## src/rtl/ahb_accel_spi.sv

```systemverilog
// AHB-Lite slave that issues 3-byte SPI transactions (cmd, addr, data) to an ADXL362
// accelerometer. CMD/STATUS/RDATA are memory-mapped; zero wait states.
module ahb_accel_spi #(
    parameter int unsigned CLK_DIV = 25
) (
    input  logic        HCLK,
    input  logic        HRESETn,
    input  logic        HSEL,
    input  logic [31:0] HADDR,
    input  logic [1:0]  HTRANS,
    input  logic        HWRITE,
    input  logic        HREADY,
    input  logic [31:0] HWDATA,
    output logic [31:0] HRDATA,
    output logic        HREADYOUT,
    output logic        SPI_SCLK,
    output logic        SPI_CSn,
    output logic        SPI_MOSI,
    input  logic        SPI_MISO
);

    typedef enum logic [1:0] {ST_IDLE, ST_SETUP, ST_SHIFT, ST_HOLD} state_t;

    localparam logic [7:0] DIV_LAST = 8'(CLK_DIV - 1);

    state_t      state_q, state_d;
    logic [7:0]  div_q, div_d;
    logic [4:0]  bit_q, bit_d;
    logic        sclk_q, sclk_d;
    logic        miso_q, miso_d;
    logic [23:0] shift_q, shift_d;
    logic        done_set;

    logic        dp_valid, dp_write;
    logic [1:0]  dp_addr;
    logic        busy, done, ovr;
    logic [7:0]  rdata;
    logic        cmd_wr, cmd_accept, rd_rdata;

    logic        unused_bits;
    assign unused_bits = ^{HADDR[31:4], HADDR[1:0], HWDATA[31:17]};

    assign busy       = (state_q != ST_IDLE);
    assign cmd_wr     = dp_valid && dp_write && (dp_addr == 2'd0);
    assign cmd_accept = cmd_wr && !busy;
    assign rd_rdata   = dp_valid && !dp_write && (dp_addr == 2'd2);

    assign HREADYOUT = 1'b1;
    assign SPI_SCLK  = sclk_q;
    assign SPI_CSn   = (state_q == ST_IDLE);
    assign SPI_MOSI  = (state_q == ST_SETUP || state_q == ST_SHIFT) ? shift_q[23] : 1'b0;

    always_comb begin
        HRDATA = '0;
        if (dp_valid && !dp_write) begin
            case (dp_addr)
                2'd1:    HRDATA = {29'd0, ovr, done, busy};
                2'd2:    HRDATA = {24'd0, rdata};
                default: HRDATA = '0;
            endcase
        end
    end

    always_ff @(posedge HCLK or negedge HRESETn) begin
        if (!HRESETn) begin
            state_q <= ST_IDLE;
            div_q   <= '0;
            bit_q   <= '0;
            sclk_q  <= 1'b0;
            miso_q  <= 1'b0;
            shift_q <= '0;
        end else begin
            state_q <= state_d;
            div_q   <= div_d;
            bit_q   <= bit_d;
            sclk_q  <= sclk_d;
            miso_q  <= miso_d;
            shift_q <= shift_d;
        end
    end

    // MISO is latched on the rising SCLK edge and enters the shift LSB on the
    // following falling edge, so the 24th fall leaves byte 3 in shift[7:0].
    always_comb begin
        state_d  = state_q;
        div_d    = div_q;
        bit_d    = bit_q;
        sclk_d   = sclk_q;
        miso_d   = miso_q;
        shift_d  = shift_q;
        done_set = 1'b0;
        case (state_q)
            ST_IDLE: begin
                div_d  = '0;
                bit_d  = '0;
                sclk_d = 1'b0;
                if (cmd_accept) begin
                    shift_d = {(HWDATA[16] ? 8'h0B : 8'h0A), HWDATA[15:8], HWDATA[7:0]};
                    state_d = ST_SETUP;
                end
            end
            ST_SETUP: begin
                if (div_q == DIV_LAST) begin
                    div_d   = '0;
                    state_d = ST_SHIFT;
                end else begin
                    div_d = div_q + 8'd1;
                end
            end
            ST_SHIFT: begin
                if (div_q == DIV_LAST) begin
                    div_d = '0;
                    if (!sclk_q) begin
                        sclk_d = 1'b1;
                        miso_d = SPI_MISO;
                    end else begin
                        sclk_d  = 1'b0;
                        shift_d = {shift_q[22:0], miso_q};
                        if (bit_q == 5'd23) begin
                            bit_d   = '0;
                            state_d = ST_HOLD;
                        end else begin
                            bit_d = bit_q + 5'd1;
                        end
                    end
                end else begin
                    div_d = div_q + 8'd1;
                end
            end
            ST_HOLD: begin
                if (div_q == DIV_LAST) begin
                    div_d    = '0;
                    state_d  = ST_IDLE;
                    done_set = 1'b1;
                end else begin
                    div_d = div_q + 8'd1;
                end
            end
            default: state_d = ST_IDLE;
        endcase
    end

    always_ff @(posedge HCLK or negedge HRESETn) begin
        if (!HRESETn) begin
            dp_valid <= 1'b0;
            dp_write <= 1'b0;
            dp_addr  <= '0;
            done     <= 1'b0;
            ovr      <= 1'b0;
            rdata    <= '0;
        end else begin
            dp_valid <= HSEL & HTRANS[1] & HREADY;
            dp_write <= HWRITE;
            dp_addr  <= HADDR[3:2];
            if (cmd_wr)
                ovr <= busy;
            if (done_set)
                done <= 1'b1;
            else if (rd_rdata)
                done <= 1'b0;
            if (done_set)
                rdata <= shift_q[7:0];
        end
    end

endmodule

```

## config.mk

```make
export PLATFORM = sky130hd
export DESIGN_NAME = ahb_accel_spi
export DESIGN_NICKNAME = d
export VERILOG_FILES = /design/src/rtl/ahb_accel_spi.sv
export SDC_FILE = /design/constraint.sdc
export NUM_CORES = 1
export LEC_CHECK = 0
export ABC_CLOCK_PERIOD_IN_PS = 2370
export CAP_MARGIN = 20
export CELL_PAD_IN_SITES_DETAIL_PLACEMENT = 0
export CELL_PAD_IN_SITES_GLOBAL_PLACEMENT = 2
export CORE_ASPECT_RATIO = 1.25
export CORE_UTILIZATION = 28
export CTS_BUF_LIST = sky130_fd_sc_hd__clkbuf_16
export DETAILED_ROUTE_END_ITERATION = 7
export PLACE_DENSITY = 0.82
export SLEW_MARGIN = 30
export SYNTH_ARGS = -nofsm -noshare
export SYNTH_HDL_FRONTEND = slang
export SYNTH_SLANG_ARGS = --single-unit
```

## constraint.sdc

```tcl
create_clock -name HCLK -period 2.37 [get_ports HCLK]
set_input_delay 0.237 -clock HCLK [delete_from_list [all_inputs] [get_ports HCLK]]
set_output_delay 0.237 -clock HCLK [all_outputs]
set_load 0.02 [all_outputs]
```

==> impl_metrics.py <==
metrics = {
    "status": {
        "status": "finished, final reports clean",
    },
    "clock_network": {
        "ctsHtreeMaxLevel": 2,
        "cts_tree": "built",
        "clk_latency_ps": 300,
        "clk_path_buf_depth": 2,
        "clockRootBuffer": "clkbuf_16",
        "cts_sinks": 55,
        "clk_pin_slew_ps": 70,
        "cts_buffers": 5,
        "post_cts_buffers": 0,
    },
    "synthesis": {
        "async_flop_share": 1.00,
        "synth.avg_cell_area_um2": 11.8,
        "ys.warnings.count": 0,
        "postSynthCellCount": 254,
        "synth_edf_count": 0,
        "synth_ff_type": "dfrtp_1",
        "syn-cell-area_um2": 3000,
        "seq_area_frac_synth": 0.459,
        "synthDistinctLibCells": 39,
        "synth_seq_cells": 55,
    },
    "global_route": {
        "grt_pass1_vias": 1828,
        "grtUsageTotal": 0.0990,
        "antenna_found_initial": 0,
        "grt_pass1_wl_um": 8670,
        "grt_max_degree": 32,
        "overflow": 0,
    },
    "die": {
        "std_cell_rows": 41,
        "initial_core_util": 0.292,
        "io_pins": 108,
        "die_area_um2": 11100,
        "core_um2": 10300,
        "die_y_um": 118,
        "fp.dieW_um": 94.5,
    },
    "route": {
        "ant_nets": 0,
        "wirelength_um": 5120,
        "vias": 1816,
        "dr.pass1.iters": 4,
        "drtIter0Drc": 59,
        "routed_via_density": 4.28,
        "detail_route.wl_per_cell_um": 12.1,
        "route.detailed.drc": 0,
    },
    "cells_and_area": {
        "fin_nets": 377,
        "register_area_um2": 1380,
        "multi_input_area_um2": 1390,
        "diodes": 0,
        "layout-drive-gt1-share": 0.231,
        "final_cell_mix": "55 x dfrtp_1, 35 x clkdlybuf4s50_1, 31 x mux2_2",
        "area_growth_pct": 18.8,
        "stdcell_area_um2": 3560,
        "final_common_cell": "dfrtp_1",
        "nFillCells": 1061,
    },
    "worst_setup_path": {
        "crit_chain": "inv_1 > ha_1 > nand2b_1 > a21oi_1 > clkdlybuf4s50_1",
        "worstPathRequired_ps": 2130,
        "slowest_delay_ps": 620,
        "end_kind": "primary output",
        "critical-path-slowest-cell": "clkdlybuf4s50_1",
        "worstPathArrival_ps": 1990,
        "critical_path_class": "flop to primary output",
        "critPathBufInv": 2,
        "cp-start-kind": "flop",
        "critPathMaxFanout": 5,
        "crit_family": "buffers and inverters",
    },
    "place": {
        "portBuffers": 36,
        "placed_cell_area_um2": 3400,
        "hpwl_um": 3640,
        "place_congestion": 0.761,
        "pre_cts_slack_ps": 328,
    },
    "pwr": {
        "total_leakage_power_nw": 1.67,
        "vdd_ir_drop_max_uv": 372,
        "p_per_area_nw_per_um2": 1030,
    },
    "timing": {
        "final-setup-viol-count": 0,
        "slew_viol_final": 0,
        "skew_ps": 7.15,
        "whs_ps": 378,
        "setup_slack_ps": 143,
        "relSlewSlack": 0.588,
        "max_freq_mhz": 449,
        "timing.setup.tns_ps": 0,
        "finalCriticalPeriod_ps": 2230,
        "worstMarginPinSlew_ps": 618,
        "min_period_over_period": 0.939,
        "finalHoldViolCount": 0,
        "rsz0062_at_grt": "false",
    },
    "job": {
        "drv_cap": 0,
    },
    "worst_hold_path": {
        "hold_class": "input port to flop",
    },
}
## stage by stage
stage	total power, mW	cells	util
2_1_floorplan	2.72	277	-
3_3_place_gp	2.93	415	0.331
3_5_place_dp	2.95	415	0.331
4_1_cts	3.73	424	0.347
5_1_grt	3.92	424	0.347
6_report	3.66	424	0.347
## sequential cells by signal, indices dropped and copies added, names as in the netlist, 2 cells and up
signal and flops:
bit_q 5, div_q 8, dp_addr 2, rdata 8, shift_q 24, state_q 2
## synthesized netlist by cell type (4+ instances only)
| master | n | share of area |
|---|---|---|
| ha_1 | 11 | 0.046 |
| and3_1 | 4 | 0.0083 |
| mux2i_1 | 7 | 0.023 |
| xor2_1 | 6 | 0.018 |
| o21ai_0 | 8 | 0.013 |
| nand2_1 | 16 | 0.020 |
| inv_1 | 14 | 0.018 |
| mux2_4 | 15 | 0.075 |
| nor2_1 | 13 | 0.016 |
| buf_4 | 26 | 0.065 |
| and2_1 | 6 | 0.013 |
| mux2_2 | 31 | 0.12 |
| dfrtp_1 | 55 | 0.46 |
| nand3_1 | 8 | 0.013 |
## cell type report
class | instances | share of cell area
inverter | 14 | 0.0148
timing repair buffer | 43 | 0.122
clock inverter | 3 | 0.00668
clock buffer | 5 | 0.0351
sequential | 55 | 0.387
tap | 129 | 0.0453
multi-input combinational | 175 | 0.389
## report_power, final
part | leakage (nW) | internal [mW] | switching, mW
clock | 0.0717 | 0.398 | 0.351
combinational | 0.898 | 0.885 | 0.666
sequential | 0.701 | 1.19 | 0.171
total | 1.67 | 2.48 | 1.19
## per-layer routing
| layer | track usage | up-vias | part of all wire | wire, um |
|---|---|---|---|---|
| li1 | - | 882 | - | - |
| met2 | 0.170 | 43 | 0.48 | 2480 |
| met1 | 0.115 | 885 | 0.45 | 2290 |
| met3 | 0.0284 | 6 | 0.051 | 261 |
| met4 | 0.0369 | 0 | 0.017 | 87 |
| met5 | 0 | - | 0 | 0 |
## what timing repair did
action,4_1_cts,5_1_grt
endpoints found under the setup margin,0,2
endpoints found under the hold margin,24,0
hold buffers,1,0
gates resized for setup,0,1
## path summary, 6_finish.rpt
| path | startpoint | to | slack (ps) | depth (start not counted) |
|---|---|---|---|---|
| min in group asynchronous | HRESETn | rdata[4] | 490 | 2 |
| worst min register to register | bit_q[3] | bit_q[3] | 490 | 1 |
| worst max-delay path | state_q[0] | HRDATA[0] | 140 | 5 |
| worst max register to register | div_q[0] | shift_q[13] | 310 | 7 |
| worst min-delay path | HADDR[2] | dp_addr[0] | 380 | 1 |
| max in group asynchronous | HRESETn | bit_q[1] | 1300 | 3 |
## cell families (layout without fill, tap and decap cells)
family / Yosys count / count (layout) / share of synthesized area
AOI/OAI and AO/OA: 17 / 17 / 0.0359
xor gates and xnor gates: 8 / 8 / 0.0234
adders and majority gates: 11 / 11 / 0.0459
buffers and inverters: 47 / 65 / 0.107
DFF: 55 / 55 / 0.459
muxes: 53 / 53 / 0.215
other: 2 / 25 / 0.00251
and+or+nand+nor: 61 / 61 / 0.111
No activity file was read; power rests on OpenSTA's default activity.
